File: config.mk
export PLATFORM = sky130hd
export DESIGN_NAME = vga_sync_monitor
export DESIGN_NICKNAME = d
export VERILOG_FILES = /design/src/rtl/vga_sync_monitor.sv
export SDC_FILE = /design/constraint.sdc
export NUM_CORES = 1
export LEC_CHECK = 0
export ABC_AREA = 1
export ABC_CLOCK_PERIOD_IN_PS = 3800
export BUFFER_PORTS_ARGS = -buffer_cell sky130_fd_sc_hd__buf_2
export CORE_MARGIN = 2
export CORE_UTILIZATION = 45
export CTS_BUF_LIST = sky130_fd_sc_hd__clkbuf_16
export DETAILED_ROUTE_END_ITERATION = 10
export GPL_ROUTABILITY_DRIVEN = 0
export SETUP_SLACK_MARGIN = 0.05
export SKIP_CTS_REPAIR_TIMING = 1
export SYNTH_ARGS = -nofsm -noshare
export SYNTH_HDL_FRONTEND = slang
export SYNTH_SLANG_ARGS = --single-unit
export TNS_END_PERCENT = 5
File: constraint.sdc
create_clock -name clk -period 3.8 [get_ports clk]
set_input_delay 0.57 -clock clk [delete_from_list [all_inputs] [get_ports clk]]
set_output_delay 0.57 -clock clk [all_outputs]
set_load 0.01 [all_outputs]
File: src/rtl/vga_sync_monitor.sv
// vga_sync_monitor: receive-side VGA timing recovery. Registers the incoming
// sync/RGB stream, rebuilds the line/frame position, checks every line and
// frame against the nominal timing, tracks lock and offers one probe pixel.
module vga_sync_monitor #(
    parameter int H_SYNC   = 96,
    parameter int H_BP     = 48,
    parameter int H_ACTIVE = 640,
    parameter int H_TOTAL  = 800,
    parameter int V_SYNC   = 2,
    parameter int V_BP     = 33,
    parameter int V_ACTIVE = 480,
    parameter int V_TOTAL  = 525
) (
    input  logic        clk,
    input  logic        reset,
    input  logic        h_sync,
    input  logic        v_sync,
    input  logic [3:0]  red,
    input  logic [3:0]  green,
    input  logic [3:0]  blue,
    input  logic [9:0]  probe_x,
    input  logic [9:0]  probe_y,
    output logic        de,
    output logic [9:0]  x_loc,
    output logic [9:0]  y_loc,
    output logic [11:0] pix,
    output logic        locked,
    output logic        h_err,
    output logic        v_err,
    output logic [7:0]  err_cnt,
    output logic [15:0] frame_cnt,
    output logic [11:0] probe_rgb,
    output logic        probe_valid
);

    localparam logic [1:0] S_SEARCH  = 2'd0;
    localparam logic [1:0] S_ACQUIRE = 2'd1;
    localparam logic [1:0] S_LOCKED  = 2'd2;

    localparam logic [9:0]  CNT_MAX = 10'h3FF;
    localparam logic [9:0]  HA_LO   = 10'(H_SYNC + H_BP);
    localparam logic [9:0]  HA_HI   = 10'(H_SYNC + H_BP + H_ACTIVE - 1);
    localparam logic [9:0]  VA_LO   = 10'(V_SYNC + V_BP);
    localparam logic [9:0]  VA_HI   = 10'(V_SYNC + V_BP + V_ACTIVE - 1);
    localparam logic [9:0]  H_LAST  = 10'(H_TOTAL - 1);
    localparam logic [9:0]  V_LAST  = 10'(V_TOTAL - 1);
    localparam logic [9:0]  H_LOW   = 10'(H_SYNC);
    localparam logic [9:0]  V_LOW   = 10'(V_SYNC);
    localparam logic [10:0] TO_LIM  = 11'(2 * H_TOTAL);
    localparam logic [10:0] TO_MAX  = 11'h7FF;

    // Input sample stage: current and previous sample of each sync line.
    // Syncs idle high so a stream that begins low still yields an edge.
    logic        hs_q, hs_p, vs_q, vs_p;
    logic [11:0] rgb_q;

    // Position and timing-check state
    logic [9:0]  hc, vc;          // position of the previous sample
    logic [9:0]  hlow_cnt;        // h_sync low run length of current pulse
    logic [9:0]  hlow_lat;        // width of the last completed pulse
    logic [9:0]  vlow_cnt;        // h edges seen with v_sync low this frame
    logic [10:0] to_cnt;          // cycles since the last h edge
    logic        hq, vq;          // line / frame checks qualified
    logic        vpend;           // v edge seen, waiting for its h edge
    logic        clean;
    logic [1:0]  state, state_n;
    logic        clean_n;

    // Decode of the registered sample
    logic        h_edge, h_rise, v_edge, frame_start, timeout;
    logic [9:0]  hc_cur, vc_cur;
    logic [10:0] to_cur;
    logic        h_bad, v_bad, h_err_n, v_err_n, any_err;
    logic        de_n, hit;
    logic [9:0]  x_n, y_n;

    function automatic logic [9:0] inc_sat(input logic [9:0] v);
        return (v == CNT_MAX) ? v : v + 10'd1;
    endfunction

    // Register the raw inputs once
    always_ff @(posedge clk or negedge reset) begin
        if (!reset) begin
            hs_q  <= 1'b1;
            hs_p  <= 1'b1;
            vs_q  <= 1'b1;
            vs_p  <= 1'b1;
            rgb_q <= '0;
        end else begin
            hs_q  <= h_sync;
            hs_p  <= hs_q;
            vs_q  <= v_sync;
            vs_p  <= vs_q;
            rgb_q <= {red, green, blue};
        end
    end

    assign h_edge      = hs_p & ~hs_q;
    assign h_rise      = ~hs_p & hs_q;
    assign v_edge      = vs_p & ~vs_q;
    // A v edge counts from the first h edge at or after it, same cycle included
    assign frame_start = h_edge & (vpend | v_edge);

    assign hc_cur  = h_edge ? 10'd0 : inc_sat(hc);
    assign vc_cur  = frame_start ? 10'd0 : (h_edge ? inc_sat(vc) : vc);
    assign to_cur  = h_edge ? 11'd0 : ((to_cnt == TO_MAX) ? to_cnt : to_cnt + 11'd1);
    assign timeout = (to_cur == TO_LIM);

    // Checks compare against the previous line/frame, so they need one
    // full period of history before they mean anything.
    assign h_bad   = h_edge & hq & ((hc != H_LAST) | (hlow_lat != H_LOW));
    assign v_bad   = frame_start & vq & ((vc != V_LAST) | (vlow_cnt != V_LOW));
    assign h_err_n = h_bad & (state != S_SEARCH);
    assign v_err_n = v_bad & (state != S_SEARCH);
    assign any_err = h_err_n | v_err_n;

    // Lock FSM: two consecutive error-free frame starts in ACQUIRE to lock
    always_comb begin
        state_n = state;
        clean_n = clean;
        if (timeout) begin
            state_n = S_SEARCH;
            clean_n = 1'b0;
        end else begin
            case (state)
                S_SEARCH: begin
                    if (frame_start) begin
                        state_n = S_ACQUIRE;
                        clean_n = 1'b0;
                    end
                end
                S_ACQUIRE: begin
                    if (any_err)
                        clean_n = 1'b0;
                    else if (frame_start) begin
                        if (clean) state_n = S_LOCKED;
                        else       clean_n = 1'b1;
                    end
                end
                S_LOCKED: begin
                    if (any_err) begin
                        state_n = S_ACQUIRE;
                        clean_n = 1'b0;
                    end
                end
                default: begin
                    state_n = S_SEARCH;
                    clean_n = 1'b0;
                end
            endcase
        end
    end

    // Active-region decode; de follows the next state so it drops together
    // with locked on the cycle an error is reported.
    always_comb begin
        de_n = (hc_cur >= HA_LO) && (hc_cur <= HA_HI) &&
               (vc_cur >= VA_LO) && (vc_cur <= VA_HI) &&
               (state_n == S_LOCKED);
        x_n  = de_n ? (hc_cur - HA_LO) : 10'd0;
        y_n  = de_n ? (vc_cur - VA_LO) : 10'd0;
        hit  = de_n && (x_n == probe_x) && (y_n == probe_y);
    end

    // Line/frame position, pulse widths and qualification flags
    always_ff @(posedge clk or negedge reset) begin
        if (!reset) begin
            hc       <= '0;
            vc       <= '0;
            hlow_cnt <= '0;
            hlow_lat <= '0;
            vlow_cnt <= '0;
            to_cnt   <= '0;
            hq       <= 1'b0;
            vq       <= 1'b0;
            vpend    <= 1'b0;
        end else begin
            hc     <= hc_cur;
            vc     <= vc_cur;
            to_cnt <= to_cur;

            if (!hs_q)
                hlow_cnt <= h_edge ? 10'd1 : inc_sat(hlow_cnt);
            if (h_rise)
                hlow_lat <= hlow_cnt;

            if (frame_start)
                vlow_cnt <= vs_q ? 10'd0 : 10'd1;
            else if (h_edge && !vs_q)
                vlow_cnt <= inc_sat(vlow_cnt);

            if (timeout) begin
                hq    <= 1'b0;
                vq    <= 1'b0;
                vpend <= 1'b0;
            end else begin
                if (h_edge)      hq <= 1'b1;
                if (frame_start) vq <= 1'b1;
                if (frame_start) vpend <= 1'b0;
                else if (v_edge) vpend <= 1'b1;
            end
        end
    end

    // Lock state
    always_ff @(posedge clk or negedge reset) begin
        if (!reset) begin
            state <= S_SEARCH;
            clean <= 1'b0;
        end else begin
            state <= state_n;
            clean <= clean_n;
        end
    end

    assign locked = (state == S_LOCKED);

    // Registered video outputs, error reporting, counters and probe
    always_ff @(posedge clk or negedge reset) begin
        if (!reset) begin
            de          <= 1'b0;
            x_loc       <= '0;
            y_loc       <= '0;
            pix         <= '0;
            h_err       <= 1'b0;
            v_err       <= 1'b0;
            err_cnt     <= '0;
            frame_cnt   <= '0;
            probe_rgb   <= '0;
            probe_valid <= 1'b0;
        end else begin
            de          <= de_n;
            x_loc       <= x_n;
            y_loc       <= y_n;
            pix         <= de_n ? rgb_q : 12'd0;
            h_err       <= h_err_n;
            v_err       <= v_err_n;
            if (any_err && (err_cnt != 8'hFF))
                err_cnt <= err_cnt + 8'd1;
            if (frame_start && (state == S_LOCKED))
                frame_cnt <= frame_cnt + 16'd1;
            probe_valid <= hit;
            if (hit)
                probe_rgb <= rgb_q;
        end
    end

endmodule
Yosys cells after proc, flatten, opt, wreduce, memory -nomap -nowiden --
Cells that the tools add are included.
Cells by class: bitwise gates (word level) 17, order comparisons 4, multiplexer cells 35, reduce and logical (&&, ||, !) cells 19, $add $sub $neg 9, equal/unequal tests 21
Operators by type and width (count):
- $mux W10 | 12
- $add A10 B1 Y10 const B | 4
- $eq A10 B10 Y1 const B | 4
- $eq A11 B11 Y1 const B | 2
- $mux W11 | 2
- $eq A10 B10 Y1 | 2
- $le A10 B10 Y1 const B | 2
- $ne A10 B10 Y1 const B | 2
- $add A16 B1 Y16 const B | 1
- $mux W1 | 12
- $mux W12 | 1
- $mux W2 | 6
- $add A11 B1 Y11 const B | 1
- $and A1 B1 Y1 | 10
- $ge A10 B6 Y1 const B | 1
- $ge A10 B8 Y1 const B | 1
- $ne A10 B2 Y1 const B | 1
- $ne A10 B7 Y1 const B | 1
- $sub A10 B6 Y10 const B | 1
- $sub A10 B8 Y10 const B | 1
- $logic_and A1 B1 Y1 | 9
- $add A8 B1 Y8 const B | 1
- $ne A8 B8 Y1 const B | 1
- $reduce_bool A2 Y1 | 4
- 15 further kinds | 23
Word-level totals: output and inout port bits 73, logic and storage cells 131, bits in registers 155, bits of input ports 36

Longest topological paths before layout --
word-level depth 17, mapped depth 28, depth with buffers taken out 26

Worst setup path before layout --
OpenSTA, ideal clock, no wires.
path type reg2reg, start point register hc[0], end point register probe_rgb[10], arrival 3180 ps, buffers on the path 3, data required time 3683 ps, path slack 503 ps, stages on the path, launching flop included 28, library setup time 117 ps, clock period less this slack 3297 ps, cell sequence dfrtp_1 > ha_1 > nand2_1 > nor2_4 > nand3_4 > buf_6 > nand3_1 > o21ai_0 > nand3_1 > ha_1 > nand2_1 > nand2_1 > nand3_1 > inv_1 > nand2_1 > nand3_1 > nor2_4 > buf_6 > nand3_1 > nand2_1 > nand2_1 > nor2_1 > nand2_1 > nor2_4 > nand3_4 > buf_6 > nand2_1 > nand2_1
On the way: cells in the longest elaborated chain, start to end 14, elaborated cells between the ends (all ways) 27, classes of those cells add/sub: 2; order compare: 2; eq/ne: 5; mux: 8; bitwise: 4; reduce/logical: 6
RTL lines:
- from (decl) | line 58 | logic [9:0] hc, vc;
- from (signal assigned) | line 178 | hc <= hc_cur;
- parallel branches: the longest is 13 deep, another holds $add A10 B1 Y10
- $logic_and A1 B1 Y1 (*) | line 162 | hit = de_n && (x_n == probe_x) && (y_n == probe_y);
- to (signal assigned) | line 244 | probe_rgb <= rgb_q;
- to (decl) | line 32 | output logic [11:0] probe_rgb,
Mark *: on every way between the ends. A chain may end at the register's enable or synchronous reset.

Worst setup path after layout --
start point register hc[1], end point register probe_rgb[9]
The elaborated chain is that of the path after synthesis.

==> flow_summary.toml <==
[setup_path]
required_ns = 4.17
cp_data_arrival_time_ns = 3.89
cp_common_cell = "nand2_1"
cp.depth = 26
cp_num_buf_inv = 2
endpoint_kind = "flip-flop"
worst-r2r-cell-count = 26
worstSetupStartpointType = "flip-flop"
path_delay_family = "simple AND/OR/NAND/NOR gates"
crit_fanout = 6
path_class = "reg -> reg"
cpPeakStageDelay_ns = 0.38
slowest_stage = "dfrtp_1"

[detailed_routing]
totalWireLength_um = 18700
drc = 0
drt_pass1_iterations = 5
wl_per_cell_um = 13.1
vias_per_cell = 4.79
ant_nets = 0
num_vias = 6831
drt_iter0_drc = 343

[timing]
hold_slack_ns = 0.132
post-route-period-util_pct = 92.6
setup_tns_ns = 0
post-route-min-period_ns = 3.52
worst_pin_slew_ns = 0.635
hold_viol = 0
fmax_ghz = 0.284
slew_violations = 0
setup_viol = 0
fin_skew_ns = 0.0122
slew_headroom_pct = 57.7

[grt]
grt_pass1_vias = 6473
grt_usage_pct = 19.6
busiest_layer = "met2"
grt_first_pass_wirelength_um = 30700
antenna_found_initial = 0
gr-usage-met2_pct = 31.5
grt_start_max_net_pins = 89
grt_util_met1_pct = 26.5
grtUsageMet3_pct = 3.71
overflow = 0

[clock_network]
cts.clk_slew.worst_paths_ns = 0.07
cts_sinks = 155
cts.path.max_buffers = 2
clockRootBuffer = "clkbuf_16"
insertion_delay_ns = 0.43
numCtsBuffers = 17
cts_htree_levels = 4
cts_tree = "yes"

[floorplanning]
start_util_pct = 45.5
core_area_mm2 = 0.0178
io_pins = 109
die_h_um = 138
dieArea_mm2 = 0.0191
die_w_um = 138
fp-row-count = 49

[power]
ir_worst_vdd_uv = 361
pwr_density_cell_mw_per_mm2 = 447
p_leak_nw = 5.34

[synthesis]
yosys_warnings = 0
ys_types = 40
yosysTopAreaCell = "dfrtp_1"
syn-instance-count = 1030
postSynth.asyncResetShare_pct = 100
synth_area_per_cell_um2 = 7.87
synth_top_area_share_pct = 46.6
syn_area_mm2 = 0.00811
yosysSeqAreaShare_pct = 47.9
synth_seq_cells = 155
synthTopCellsByArea = "dfrtp_1 47%, nand2_1 12%, inv_1 8.1%"
syn_nets = 1080
synth_edf_count = 0
synthFlopType = "dfrtp_1"

[final_layout]
nets = 1233
syn_to_final_growth_pct = 22.3
fin_area_mm2 = 0.00992
antennaDiodeCount = 0
fin_util_pct = 55.6
fillers = 1698
final_layout_size_suffix_gt1_share_pct = 21.7

[run_status]
status = "finished clean"

[job]
drv_cap = 0

[place]
dpl_cell_area_mm2 = 0.00899
dp_hpwl_um = 13300
port_buffers = 108

[min_path]
hold_class = "in -> async"
[sequential cells by signal (all words and copies together), names as in the netlist, 2 cells and up]
register	count
frame_cnt	16
pix	12
probe_rgb	12
rgb_q	12
to_cnt	11
hc	10
hlow_cnt	10
hlow_lat	10
vc	10
vlow_cnt	10
x_loc	10
y_loc	10
err_cnt	8
state	2
[layout make-up]
| type | instances | area (um2) | area share (%) |
|---|---|---|---|
| clock buffers | 17 | 425 | 4.29 |
| inverters | 181 | 679 | 6.85 |
| multi-input cells | 679 | 3550 | 35.8 |
| flip-flops and latches | 155 | 3880 | 39.2 |
| repair buffers | 149 | 912 | 9.20 |
| clock inverters | 15 | 183 | 1.84 |
| well taps | 229 | 287 | 2.89 |
[cell families after synthesis]
family / share of synthesized area [%]
compound gates: 4.80
simple gates: 31.7
fa+ha+maj: 2.16
buf+inv: 9.95
flops: 47.9
xor+xnor: 3.46
[placed cells by master (no fill, tap or decap), types with 5 or more instances in the layout]
cell type  Yosys  final
nand3_2        8     12
clkbuf_16      0     18
nand2_1      260    256
nand2_2        5      9
inv_2          5      9
a21oi_1       14     14
nand3_4        3      5
xnor2_1       14     14
nor3_1        15     15
buf_2          6    107
o21ai_0       33     31
nor2_2        11     15
nand3b_1       7      7
buf_4          3     35
ha_1          14     11
nand4_1       39     39
nor2_4         9     12
nand3_1       83     79
nor2_1       114    109
inv_1        176    172
dfrtp_1      151    150
xor2_1        18     18
[per-layer routing]
layer	part of all wire, %	vias to the layer above
li1	-	3536
met1	47	3137
met2	47	126
met3	3.6	32
met4	1.9	0
met5	0	-
[worst register-to-register path: stages (launching register included)]
cell and delay, ns:
dfrtp_1 0.38, ha_2 0.22, nand2_2 0.08, nor2_4 0.21, nand3_4 0.14, nand3_2 0.10, o21ai_2 0.06, nand3_2 0.11
ha_1 0.16, nand4_1 0.13, nor2_2 0.13, nand2_1 0.05, nor2_1 0.09, nor2_1 0.06, nor2_2 0.14, nand3_4 0.13
nor2_4 0.20, buf_4 0.14, nand2_1 0.05, nand2_1 0.06, nand2_1 0.05, nor2_1 0.08, nand2_1 0.09, nor2_4 0.26
clkbuf_16 0.21, nand4_1 0.07, nand2_1 0.08
[cell usage after synthesis, types with 2 or more instances]
cell,number
nand3_2,8
ha_1,14
nand2_2,5
xnor2_1,14
o21ai_0,33
nand3_4,3
buf_2,6
a31oi_1,3
inv_2,5
xor2_1,18
dfstp_2,4
dfrtp_1,151
nand3_1,83
buf_4,3
nor3_1,15
a21oi_1,14
nor2_4,9
or2_2,3
a21oi_2,2
clkbuf_1,5
inv_1,176
nand2_1,260
nor4_1,2
nand4_1,39
o21ai_1,3
nor2_1,114
nor2_2,11
buf_6,5
o21ai_2,2
nand3b_1,7
o21bai_1,4
[through the flow]
stage,worst slack [ns],power (mW),cells
after global placement,0.151,2.69,1369
final,0.282,4.43,1425
after global routing,-0.0171,4.68,1425
after CTS,0.0318,4.43,1401
after detailed placement,0.0429,2.70,1369
after floorplan,0.503,2.43,1030
[final timing paths]
path	from	endpoint	slack [ns]
min in group clk	h_sync	hs_q$_DFF_PN1_	0.23
worst max register to register	hc[1]$_DFF_PN0_	probe_rgb[9]$_DFFE_PN0P_	0.28
worst max-delay path	hc[1]$_DFF_PN0_	probe_rgb[9]$_DFFE_PN0P_	0.28
max in group asynchronous	reset	probe_rgb[8]$_DFFE_PN0P_	2.78
worst min-delay path	reset	vlow_cnt[7]$_DFFE_PN0P_	0.13
worst min register to register	vs_q$_DFF_PN1_	vs_p$_DFF_PN1_	0.38
[power breakdown]
| group | leakage (nW) | total, mW | switching (mW) | internal, mW |
|---|---|---|---|---|
| Clock | 0.287 | 1.73 | 0.790 | 0.941 |
| Sequential | 2.06 | 1.91 | 0.139 | 1.77 |
| Combinational | 2.99 | 0.791 | 0.507 | 0.283 |
| Total | 5.34 | 4.43 | 1.44 | 3.00 |
Note: power is estimated with default switching activity, not from simulation.
